--- src/rtl/display_pkg.sv ---
// Shared definitions for the display-side blocks (peak-hold meter, bar
// encoder and led_driver variants).
//   state_t            : ballistics FSM state encoding
//   LED_CODES_PER_STEP : input codes represented by one LED of the bar
//   *_DEF              : default hold/decay lengths in samples
package display_pkg;

  typedef enum logic [1:0] {
    IDLE  = 2'd0,
    HOLD  = 2'd1,
    DECAY = 2'd2
  } state_t;

  localparam int LED_CODES_PER_STEP = 8;

  // 0.5 s of hold at 44 kHz, then one LSB of decay every 512 samples.
  localparam int HOLD_SAMPLES_DEF  = 22000;
  localparam int DECAY_SAMPLES_DEF = 512;

endpackage

--- src/rtl/peak_hold_meter_if.sv ---
// Sample/display bundle of the peak-hold meter.
//   sample_en   : one-cycle strobe per sample, din valid only when high
//   din         : rectified sample magnitude (unsigned)
//   level       : last accepted sample
//   peak        : current held/decaying peak
//   hold_active : high while the peak is being held
//   leds        : VU bar plus peak-hold dot
// master = sample source / display consumer, slave = the meter.
interface peak_hold_meter_if #(
  parameter int DW    = 6,
  parameter int NLEDS = 8
);
  logic             sample_en;
  logic [DW-1:0]    din;
  logic [DW-1:0]    level;
  logic [DW-1:0]    peak;
  logic             hold_active;
  logic [NLEDS-1:0] leds;

  modport master (
    output sample_en, din,
    input  level, peak, hold_active, leds
  );

  modport slave (
    input  sample_en, din,
    output level, peak, hold_active, leds
  );
endinterface

--- src/rtl/peak_hold_meter_bar_encoder.sv ---
// bar_encoder: registered VU-bar encoder.
//   clk, rst : clock, synchronous active-high reset
//   level    : value shown as a bar of ceil(level/8) lit LEDs from leds[0]
//   peak     : value shown as a single dot at leds[ceil(peak/8)-1]
//   leds     : bar OR dot, registered (one cycle after level/peak)
module bar_encoder
  import display_pkg::*;
#(
  parameter int DW    = 6,
  parameter int NLEDS = 8
) (
  input  logic             clk,
  input  logic             rst,
  input  logic [DW-1:0]    level,
  input  logic [DW-1:0]    peak,
  output logic [NLEDS-1:0] leds
);

  localparam int STEP_SH = $clog2(LED_CODES_PER_STEP);

  // Number of LEDs covering v: ceil(v / LED_CODES_PER_STEP).
  function automatic int led_steps(input logic [DW-1:0] v);
    logic [DW:0] sum;
    sum = {1'b0, v} + (DW+1)'(LED_CODES_PER_STEP - 1);
    return int'(sum >> STEP_SH);
  endfunction

  function automatic logic [NLEDS-1:0] bar_mask(input logic [DW-1:0] v);
    logic [NLEDS-1:0] m;
    int               n;
    m = '0;
    n = led_steps(v);
    for (int i = 0; i < NLEDS; i++) begin
      if (i < n) m[i] = 1'b1;
    end
    return m;
  endfunction

  function automatic logic [NLEDS-1:0] dot_mask(input logic [DW-1:0] v);
    logic [NLEDS-1:0] m;
    int               n;
    m = '0;
    n = led_steps(v);
    for (int i = 0; i < NLEDS; i++) begin
      if (n == i + 1) m[i] = 1'b1;
    end
    return m;
  endfunction

  // Stage p1: encoded display word
  always_ff @(posedge clk) begin
    if (rst) begin
      leds <= '0;
    end else begin
      leds <= bar_mask(level) | dot_mask(peak);
    end
  end

endmodule

--- src/rtl/peak_hold_meter.sv ---
// peak_hold_meter: peak tracker with hold-then-decay ballistics driving an
// 8-LED VU bar plus peak-hold dot.
//   clk, rst : clock, synchronous active-high reset
//   bus      : slave side of peak_hold_meter_if (sample_en/din in;
//              level/peak/hold_active/leds out)
// level/peak/hold_active update the cycle after a strobe, leds one cycle later.
module peak_hold_meter
  import display_pkg::*;
#(
  parameter int DW            = 6,
  parameter int NLEDS         = 8,
  parameter int HOLD_SAMPLES  = HOLD_SAMPLES_DEF,
  parameter int DECAY_SAMPLES = DECAY_SAMPLES_DEF,
  parameter int CNT_W         = 15
) (
  input  logic              clk,
  input  logic              rst,
  peak_hold_meter_if.slave  bus
);

  localparam logic [CNT_W-1:0] HOLD_LAST  = CNT_W'(HOLD_SAMPLES - 1);
  localparam logic [CNT_W-1:0] DECAY_LAST = CNT_W'(DECAY_SAMPLES - 1);

  state_t           state_p0;
  logic [CNT_W-1:0] hold_cnt_p0;
  logic [CNT_W-1:0] decay_cnt_p0;
  logic [DW-1:0]    level_p0;
  logic [DW-1:0]    peak_p0;
  logic             hold_active_p0;
  logic [NLEDS-1:0] leds_p1;

  // Stage p0: sample capture and ballistics
  always_ff @(posedge clk) begin
    if (rst) begin
      state_p0       <= IDLE;
      hold_cnt_p0    <= '0;
      decay_cnt_p0   <= '0;
      level_p0       <= '0;
      peak_p0        <= '0;
      hold_active_p0 <= 1'b0;
    end else if (bus.sample_en) begin
      level_p0 <= bus.din;
      if (bus.din > peak_p0) begin
        // Attack; din==0 can never exceed peak, so zero never enters HOLD.
        peak_p0        <= bus.din;
        hold_cnt_p0    <= '0;
        state_p0       <= HOLD;
        hold_active_p0 <= 1'b1;
      end else if ((bus.din == peak_p0) && (bus.din != '0)) begin
        // Touching the current peak again re-arms the full hold time.
        hold_cnt_p0    <= '0;
        decay_cnt_p0   <= '0;
        state_p0       <= HOLD;
        hold_active_p0 <= 1'b1;
      end else begin
        case (state_p0)
          HOLD: begin
            if (hold_cnt_p0 == HOLD_LAST) begin
              hold_cnt_p0    <= '0;
              decay_cnt_p0   <= '0;
              state_p0       <= DECAY;
              hold_active_p0 <= 1'b0;
            end else begin
              hold_cnt_p0 <= hold_cnt_p0 + CNT_W'(1);
            end
          end
          DECAY: begin
            if (decay_cnt_p0 == DECAY_LAST) begin
              // DECAY always has peak>=1, so this cannot underflow.
              peak_p0      <= peak_p0 - DW'(1);
              decay_cnt_p0 <= '0;
              if (peak_p0 == DW'(1)) begin
                state_p0 <= IDLE;
              end
            end else begin
              decay_cnt_p0 <= decay_cnt_p0 + CNT_W'(1);
            end
          end
          default: begin
            state_p0 <= IDLE;
          end
        endcase
      end
    end
  end

  // Stage p1: LED encoding
  bar_encoder #(
    .DW    (DW),
    .NLEDS (NLEDS)
  ) u_bar_encoder (
    .clk   (clk),
    .rst   (rst),
    .level (level_p0),
    .peak  (peak_p0),
    .leds  (leds_p1)
  );

  assign bus.level       = level_p0;
  assign bus.peak        = peak_p0;
  assign bus.hold_active = hold_active_p0;
  assign bus.leds        = leds_p1;

endmodule

--- src/flat_wrapper.sv ---
// flat-port wrapper written by rule: the top's interface ports become plain ports
module peak_hold_meter_flat import display_pkg::*;
#(
  parameter int DW            = 6,
  parameter int NLEDS         = 8,
  parameter int HOLD_SAMPLES  = HOLD_SAMPLES_DEF,
  parameter int DECAY_SAMPLES = DECAY_SAMPLES_DEF,
  parameter int CNT_W         = 15
)
  (clk, rst, bus_sample_en, bus_din, bus_level, bus_peak, bus_hold_active, bus_leds);
  peak_hold_meter_if #(.DW(DW), .NLEDS(NLEDS)) bus_i ();
  input  logic clk;
  input  logic rst;
  input wire logic [$bits(bus_i.sample_en)-1:0] bus_sample_en;
  input wire logic [$bits(bus_i.din)-1:0] bus_din;
  output wire logic [$bits(bus_i.level)-1:0] bus_level;
  output wire logic [$bits(bus_i.peak)-1:0] bus_peak;
  output wire logic [$bits(bus_i.hold_active)-1:0] bus_hold_active;
  output wire logic [$bits(bus_i.leds)-1:0] bus_leds;
  assign bus_i.sample_en = bus_sample_en;
  assign bus_i.din = bus_din;
  assign bus_level = bus_i.level;
  assign bus_peak = bus_i.peak;
  assign bus_hold_active = bus_i.hold_active;
  assign bus_leds = bus_i.leds;
  peak_hold_meter #(.DW(DW), .NLEDS(NLEDS), .HOLD_SAMPLES(HOLD_SAMPLES), .DECAY_SAMPLES(DECAY_SAMPLES), .CNT_W(CNT_W)) u_core (.clk(clk), .rst(rst), .bus(bus_i));
endmodule
--- config.mk ---
export PLATFORM = sky130hd
export DESIGN_NAME = peak_hold_meter_flat
export DESIGN_NICKNAME = d
export VERILOG_FILES = /design/src/rtl/display_pkg.sv /design/src/rtl/peak_hold_meter_if.sv /design/src/rtl/peak_hold_meter_bar_encoder.sv /design/src/rtl/peak_hold_meter.sv /design/src/flat_wrapper.sv
export SDC_FILE = /design/constraint.sdc
export NUM_CORES = 1
export LEC_CHECK = 0
export BUFFER_PORTS_ARGS = -buffer_cell sky130_fd_sc_hd__buf_2
export CAP_MARGIN = 40
export CELL_PAD_IN_SITES_DETAIL_PLACEMENT = 0
export CELL_PAD_IN_SITES_GLOBAL_PLACEMENT = 1
export CORE_UTILIZATION = 40
export DETAILED_ROUTE_END_ITERATION = 7
export PLACE_DENSITY_LB_ADDON = 0.25
export RECOVER_POWER = 25
export SKIP_CTS_REPAIR_TIMING = 1
export SYNTH_ARGS = -nofsm -noshare
export SYNTH_HDL_FRONTEND = slang
export SYNTH_SLANG_ARGS = --single-unit
--- constraint.sdc ---
create_clock -name clk -period 2.52 [get_ports clk]
set_input_delay 0.756 -clock clk [delete_from_list [all_inputs] [get_ports clk]]
set_output_delay 0.756 -clock clk [all_outputs]
set_load 0.005 [all_outputs]
# --- Word-level counts from Yosys, hierarchy flattened ---
# Cells that the tools add are included.
# Widths: inputs -> output; s select.
totals:
  ramBits: 0
  rom_bits: 0
  latch_bits: 0
  wordCells: 108
  regBits: 53
  n_memories: 0
classes:
  mux: 54
  n_div: 0
  mul: 0
  bitwise_logic: 2
  n_lt_le_gt_ge: 9
  shift: 0
  add_sub_neg: 5
  eq_ne: 19
  n_reduce_logical: 12
op_table:
  columns: ["operator", "count"]
  rows:
  - ["$mux 15", 7]
  - ["$mux 1", 36]
  - ["$add 15x1->15 const B", 2]
  - ["$pmux 15 s2", 1]
  - ["$mux 6", 4]
  - ["$eq 4x4->1 const B", 5]
  - ["$lt 3x4->1 const A", 4]
  - ["$eq 15x15->1 const B", 1]
  - ["$eq 15x9->1 const B", 1]
  - ["$add 6x3->7 const B", 2]
  - ["$ne 4x1->1 const B", 3]
  - ["$reduce_and 4->1", 3]
  - ["$mux 2", 5]
  - ["$reduce_bool 3->1", 3]
  - ["$eq 4x3->1 const B", 2]
  - ["$lt 1x4->1 const A", 2]
  - ["$lt 2x4->1 const A", 2]
  - ["$or 8x8->8", 1]
  - ["$eq 6x1->1 const B", 1]
  - ["$eq 6x6->1", 1]
  - ["$gt 6x6->1", 1]
  - ["$reduce_bool 6->1", 1]
  - ["$sub 6x1->6 const B", 1]
  - ["$eq 4x2->1 const B", 1]
  - ["10 further kinds", 11]

# --- Longest topological paths before layout ---
# Gate-level depths: netlist (run 1).
depth:
  depth_word: 6
  mapped_depth: 11
  mapped_depth_nobuf: 8

# --- Cells and area by module ---
# From an unflattened synthesis (run 1), not the netlist that was laid out.
hier_totals:
  hier_cells: 401
  hier_area_um2: 3225.6
by_module_without_submodules:
  columns: ["mod", "area_each_um2", "n_inst", "seq_area_each_um2", "cells_each"]
  rows:
  - ["peak_hold_meter", 2817.7, 1, 900.9, 356]
  - ["bar_encoder", 407.9, 1, 160.2, 45]

# --- Least setup slack after synthesis (run 1) ---
# No wires, ideal clock.
synth_path:
  kind: "input-to-reg"
  start: "in bus_din[5]"
  end: "reg u_core.decay_cnt_p0[11]"
  setup_slack_ns: -0.126
  path_stages: 7
  path_buffers: 1
  arrival_time_ns: 2.529
  cell_sequence: "ha_1 nand4_1 a211oi_1 or3_1 clkbuf_1 o21ai_1 a32o_1"
synth_via:
  elab_chain_cells: 4
  elab_cells_between_ends: 9
  classes_between: "1 x order compare; 2 x eq/ne; 1 x mux; 1 x bitwise; 4 x reduce/logical"
synth_rtl:
  columns: ["item", "line", "rtl"]
  rows:
  - ["from (decl)", "flat_wrapper.sv:15", "input wire logic [$bits(bus_i.din)-1:0] bus_din;"]
  - ["branches (longest 4 deep; another with $gt 6x6->1)", null, null]
  - ["to (signal assigned)", "peak_hold_meter.sv:76", "decay_cnt_p0 <= decay_cnt_p0 + CNT_W'(1);"]
  - ["to (decl)", "peak_hold_meter.sv:26", "logic [CNT_W-1:0] decay_cnt_p0;"]
# Several ways; the timed one is not identified.
# A chain may end at the register's enable or synchronous reset.

# --- Worst setup path after layout (run 1) ---
layout_path:
  start: "reg u_core.hold_cnt_p0[9]"
  end: "reg u_core.decay_cnt_p0[6]"
layout_via:
  elab_chain_cells: 3
layout_rtl:
  columns: ["item", "line", "rtl"]
  rows:
  - ["from (decl)", "peak_hold_meter.sv:25", "logic [CNT_W-1:0] hold_cnt_p0;"]
  - ["from (signal assigned)", "peak_hold_meter.sv:64", "hold_cnt_p0 <= hold_cnt_p0 + CNT_W'(1);"]
  - ["$eq 15x15->1", "peak_hold_meter.sv:58", "if (hold_cnt_p0 == HOLD_LAST) begin"]
  - ["$ne 3x1->1 (no source line)", null, null]
  - ["$reduce_and 4->1 (no source line)", null, null]
# Every way passes these cells.

==> results of run 1 <==
worst min-delay path: cells and delay by family (launching register included):
kind	cells	cell delay [ns]
and+or+nand+nor	1	0.05
DFF	1	0.33
AOI/OAI and AO/OA	1	0.05
registers in the layout, indices dropped and copies added (netlist names):
register                   cells
u_core.bus.hold_active         1
u_core.bus.level               6
u_core.bus.peak                6
u_core.decay_cnt_p0           15
u_core.hold_cnt_p0            15
u_core.state_p0                2
u_core.u_bar_encoder.leds      8
per-stage QoR:
step / TNS (ns) / cell area, µm² / utilization [%]
5_1_grt: 0 / 3810 / 51.5
2_1_floorplan: -0.157 / 3150 / -
3_5_place_dp: -4.39 / 3710 / 50.0
3_3_place_gp: -2.95 / 3710 / 50.0
4_1_cts: -0.00146 / 3790 / 51.2
6_report: 0 / 3810 / 51.5
worst paths after layout:
path,start,endpoint,slack [ns],cells after the start
setup / recovery,u_core.hold_cnt_p0[9]$_SDFFE_PP0P_,u_core.decay_cnt_p0[6]$_SDFFE_PP0P_,0.07,6
hold / removal,u_core.decay_cnt_p0[1]$_SDFFE_PP0P_,u_core.decay_cnt_p0[1]$_SDFFE_PP0P_,0.47,2
setup reg to reg,u_core.hold_cnt_p0[9]$_SDFFE_PP0P_,u_core.decay_cnt_p0[6]$_SDFFE_PP0P_,0.07,6
hold reg to reg,u_core.decay_cnt_p0[1]$_SDFFE_PP0P_,u_core.decay_cnt_p0[1]$_SDFFE_PP0P_,0.47,2
area by class of cell:
class,instances,area (µm²),area share (%)
clock buffer,7,86.3,2.26
multi-input combinational,313,1970,51.6
sequential,53,1060,27.8
inverter,14,52.6,1.38
timing repair buffer,79,522,13.7
tap,99,124,3.25
cell usage after synthesis (all sizes together), types with 2 or more instances:
library cell  count
a2111oi           3
a21o              4
a21oi            44
a221oi            3
a22oi             4
a31oi             6
a32o              5
and2              5
and3              7
buf               3
clkbuf           22
dfxtp            53
ha               12
inv              13
mux2i             6
nand2            32
nand2b            2
nand3            27
nand4             9
nand4b            6
nor2             37
nor2b             4
nor3             10
nor4              6
o211ai            3
o21a              3
o21ai            35
o2bb2ai           2
o31ai             5
o32ai             2
or2               3
or4               7
or4b              5
power by group:
group	internal [W]	switching, W
Clock	0.000219	0.000273
Combinational	0.000177	0.000244
Sequential	0.000864	0.0000178
routing by layer:
| metal | part of all wire (%) | global-route usage (%) |
|---|---|---|
| met1 | 50 | 31.5 |
| met2 | 45 | 35.4 |
| met3 | 3.7 | 3.03 |
| met4 | 0.71 | 5.11 |
| met5 | 0 | 0 |
cell families (layout without fill, tap and decap cells):
family | count (synthesis) | in the layout | share of synthesized area, %
muxes | 6 | 6 | 1.92
DFF | 53 | 53 | 33.9
adders and majority gates | 12 | 12 | 4.80
buffers and inverters | 39 | 100 | 4.84
AOI/OAI and AO/OA | 129 | 129 | 26.3
and+or+nand+nor | 165 | 165 | 28.0
xor gates and xnor gates | 1 | 1 | 0.280
==> results.md, run 1 <==
- Status: completed
- Critical path cell sequence: or4b_4 > or4_4 > a21oi_4 > o211ai_4 > or4_1 > a21oi_1
- Commonest non-fill, non-tap cells in the layout: dfxtp_1, buf_4, a21oi_1
- Pwr/cell area: between 400 and 500 nW/µm²
- Die X: about 90 µm
- Startpoint Class: register
- Largest net degree at the start of global routing: 23
- Total gr overflow: 0
- #FFs+latches synth: 53
- Worst hold path type: register to register
- RSZ-0062 raised after global routing: false
- Residual DRC count: 0
- Most common cell after layout, fill and taps aside: dfxtp_1
- # fillers: about 730
- Fraction of registers with async set/reset: 0%
- Setup WS pre-CTS: -0.251 ns
- Synthesized cell area: between 3000 and 4000 µm²
- Area Overhead vs Synth: 21.8%
- Peak supply drop: about 0.00018 V
- Post-synth top flop: dfxtp_1
- Mapped Cells: about 400
- IO Count: 30
- Max-cap violations: 0
- Sink Count: 53
- Post-route ant nets: 0
- Nets: 487
- Average cell area after synthesis: between 7 and 8 µm²
- Final setup fails: 0
- Synth unique cells: 58
- Core area: roughly 7400 µm²
- Worst clock skew: 0.00687 ns
- Site Rows: 31
- Setup ws final: 0.0708 ns
- DRT iter0 DRCs: around 150
- Critical path arrival: ~2.7 ns
- Vias per cell: roughly 5.8
- Worst-path clk slew: approximately 0.090 ns
- Final WL: approximately 8.7 mm
- Total global-route track usage: between 20 and 25%
- Inst Count DP: between 500 and 600
- Tcrit/Tclk final: 97.2%
- Crit end category: register
- Net count after synthesis: 426
- Clock Latency Late Sink: around 0.30 ns
- Vias in the first global route: between 3000 and 4000
- Port Buf Inserts: 29
- Max-slew violation count: 0
- Hpwl dp: approximately 6.4 mm
- Crit path kind: register to register
- First-pass GRT wire length: approximately 15 mm
- EDFF count, synth: 0
- Area share of the largest cell type after synthesis: ~34%
- Tmin final: 2.45 ns
- Share of layout cells above drive strength 1: between 20% and 30%
- Max_slew headroom: roughly 28%
- LEAKAGE: 1.46 nW
- Finished Layout Cells: roughly 570
- CTS tree: yes
- CTS root buf: clkbuf_8
- Number of antenna violations at the first check in global routing: 0
- Crit-path max cell delay: 0.58 ns
- Ranking of synthesized cells by area: dfxtp_1, a21oi_1, ha_1
- Placer congestion estimate: 0.860
- Hold Fails Final Rpt: 0
- WL/cell: about 15 µm
- Router iterations before antenna repair: 4
- Die ar.: approximately 8200 µm²
- CP top delay family: simple AND/OR/NAND/NOR gates
- Critical path required time: ~2.8 ns
- Worst-path fanout max: 4
- Worst hold slack: 0.473 ns
- CTS Buf Count: 5
- Vias: roughly 3300
- Final Total Pwr: 0.00179 W
- FMAX: approximately 410 MHz
- Max Root-Sink Buffers: 2
- Critical path buffers and inverters: 0
- Worst path slowest cell: or4_4
- Leading area contributor after synthesis: dfxtp_1
- Worst slew pin tran: roughly 1.1 ns
- Sequential share of the synthesized area: approximately a third
- Initial Utilization: between 40% and 50%
- Yosys warns: 0
- Antenna cells: 0
- Die height: 90.5 µm
- H-tree levels: 2
Note: power is estimated with default switching activity, not from simulation.
==> inputs of run 2 (changes only) <==
- PLACE_DENSITY: default -> 0.81
- PLACE_DENSITY_LB_ADDON: 0.25 -> default
==> results.md, run 2 (same netlist as run 1, synthesis figures left out) <==
- Crit end category: register
- Worst hold path type: register to register
- Vias in the first global route: slightly above 3000
- Final WL: a little under 9 mm
- H-tree levels: 2
- IO Count: 30
- Total gr overflow: 0
- Site Rows: 31
- Area Overhead vs Synth: 21.9%
- Crit path launch: u_core.hold_cnt_p0[9]$_SDFFE_PP0P_
- Worst slew pin tran: around 1.0 ns
- Peak supply drop: 0.000220 V
- Max-slew violation count: 0
- Setup slack, reg-to-reg: 0.09 ns
- Critical path arrival: 2.67 ns
- Worst-path clk slew: about 0.10 ns
- Sink Count: 53
- Critical path required time: 2.76 ns
- CTS root buf: clkbuf_8
- Number of antenna violations at the first check in global routing: 0
- Largest net degree at the start of global routing: 22
- Finished Layout Cells: between 500 and 600
- Port Buf Inserts: 29
- Worst hold slack: 0.477 ns
- Most common cell after layout, fill and taps aside: dfxtp_1
- Worst r2r dst: u_core.decay_cnt_p0[6]$_SDFFE_PP0P_
- Post-route ant nets: 0
- # fillers: roughly 720
- Worst clock skew: about 0.016 ns
- CTS tree: yes
- Critical Path Sink: u_core.decay_cnt_p0[6]$_SDFFE_PP0P_
- Antenna cells: 0
- Vias: approximately 3300
- Residual DRC count: 0
- Inst Count DP: around 560
- Startpoint Class: register
- Die X: approximately 90 µm
- Router iterations before antenna repair: 5
- First-pass GRT wire length: roughly 15 mm
- Comb power frac: between 20% and 30%
- Worst R2R Path Depth: 6
- Commonest non-fill, non-tap cells in the layout: dfxtp_1, buf_4, a21oi_1
- LEAKAGE: approximately 1.5 nW
- Clock Latency Late Sink: ~0.32 ns
- Share of layout cells above drive strength 1: 22.8%
- CTS Buf Count: 5
- Worst-path fanout max: 4
- Top flop regs: u_core.decay_cnt_p0 (15), u_core.hold_cnt_p0 (15), u_core.u_bar_encoder.leds (8)
- Total global-route track usage: between 20% and 30%
- Tmin final: ~2.4 ns
- FMAX: ~410 MHz
- Die ar.: a little over 8000 µm²
- RR Startpoint: u_core.hold_cnt_p0[9]$_SDFFE_PP0P_
- WL/cell: approximately 15 µm
- Max-cap violations: 0
- Seq pwr share: 48.9%
- Clock power frac: roughly 27%
- Core area: 7410 µm²
- Final setup fails: 0
- Status: completed
- Max_slew headroom: between 30% and 40%
- DRT iter0 DRCs: roughly 170
- Sw Ratio: approximately 31%
- NetSw: approximately 0.00056 W
- Final Total Pwr: ~0.0018 W
- Initial Utilization: a little over two fifths
- Hpwl dp: around 6.4 mm
- Nets: 490
- Tcrit/Tclk final: between 90 and 100%
- Pwr/cell area: around 470 nW/µm²
- Placer congestion estimate: between 0.8 and 0.9
- Die height: slightly above 90 µm
- Max Root-Sink Buffers: 2
- Crit path kind: register to register
- Vias per cell: 5.79
- Hold Fails Final Rpt: 0
- Power Internal: roughly 0.0012 W
run 2: power groups by stage:
stage | logic, W | clock network (W) | registers, W
3_5_place_dp | 0.000417 | 0 | 0.000901
3_3_place_gp | 0.000413 | 0 | 0.000900
5_1_grt | 0.000471 | 0.000543 | 0.000886
2_1_floorplan | 0.000243 | 0 | 0.000900
4_1_cts | 0.000420 | 0.000510 | 0.000881
6_report | 0.000427 | 0.000493 | 0.000881
run 2: area by class of cell:
cell class                 count  area, µm²  share of cell area [%]
timing repair buffer          82        537                    14.1
sequential                    53       1060                    27.8
multi-input combinational    313       1960                    51.2
inverter                      14       52.6                    1.38
clock inverter                 3       17.5                   0.459
tap                           99        124                    3.25
clock buffer                   5       68.8                    1.80
run 2: metal layers:
| layer | up-vias | routed length [µm] | global-route usage [%] |
|---|---|---|---|
| met5 | - | 0 | 0 |
| met4 | 0 | 163 | 7.12 |
| met3 | 11 | 469 | 3.11 |
| met2 | 92 | 4140 | 37.2 |
| met1 | 1549 | 4020 | 28.7 |
| li1 | 1640 | - | - |
run 2: worst min path at each step:
stage	startpoint	end	slack, ns	depth (start not counted)
2_1_floorplan	u_core.hold_cnt_p0[0]$_SDFFE_PP0P_	u_core.hold_cnt_p0[0]$_SDFFE_PP0P_	0.44	1
3_3_place_gp	u_core.decay_cnt_p0[1]$_SDFFE_PP0P_	u_core.decay_cnt_p0[1]$_SDFFE_PP0P_	0.45	2
3_5_place_dp	u_core.hold_cnt_p0[0]$_SDFFE_PP0P_	u_core.hold_cnt_p0[0]$_SDFFE_PP0P_	0.46	1
4_1_cts	u_core.decay_cnt_p0[1]$_SDFFE_PP0P_	u_core.decay_cnt_p0[1]$_SDFFE_PP0P_	0.48	2
5_1_grt	u_core.bus.hold_active$_SDFFE_PP0P_	u_core.bus.hold_active$_SDFFE_PP0P_	0.51	2
6_report	u_core.decay_cnt_p0[1]$_SDFFE_PP0P_	u_core.decay_cnt_p0[1]$_SDFFE_PP0P_	0.48	2
run 2: critical path: stages (launching register included):
cell      delay (ns)
dfxtp_1         0.33
or4b_4          0.55
or4_4           0.58
a21oi_4         0.19
o211ai_4        0.11
or4_1           0.47
a21oi_1         0.13
run 2: per-stage QoR:
| step | utilization [%] | setup WS (ns) | cell area [µm²] | TNS [ns] |
|---|---|---|---|---|
| finish | 51.5 | 0.0949 | 3820 | 0 |
| global route | 51.5 | -0.0107 | 3820 | -0.0121 |
| floorplan | - | -0.0393 | 3150 | -0.157 |
| global placement | 50.0 | -0.226 | 3700 | -3.00 |
| detailed placement | 50.0 | -0.259 | 3700 | -3.93 |
| CTS | 51.1 | -0.0106 | 3790 | -0.0106 |
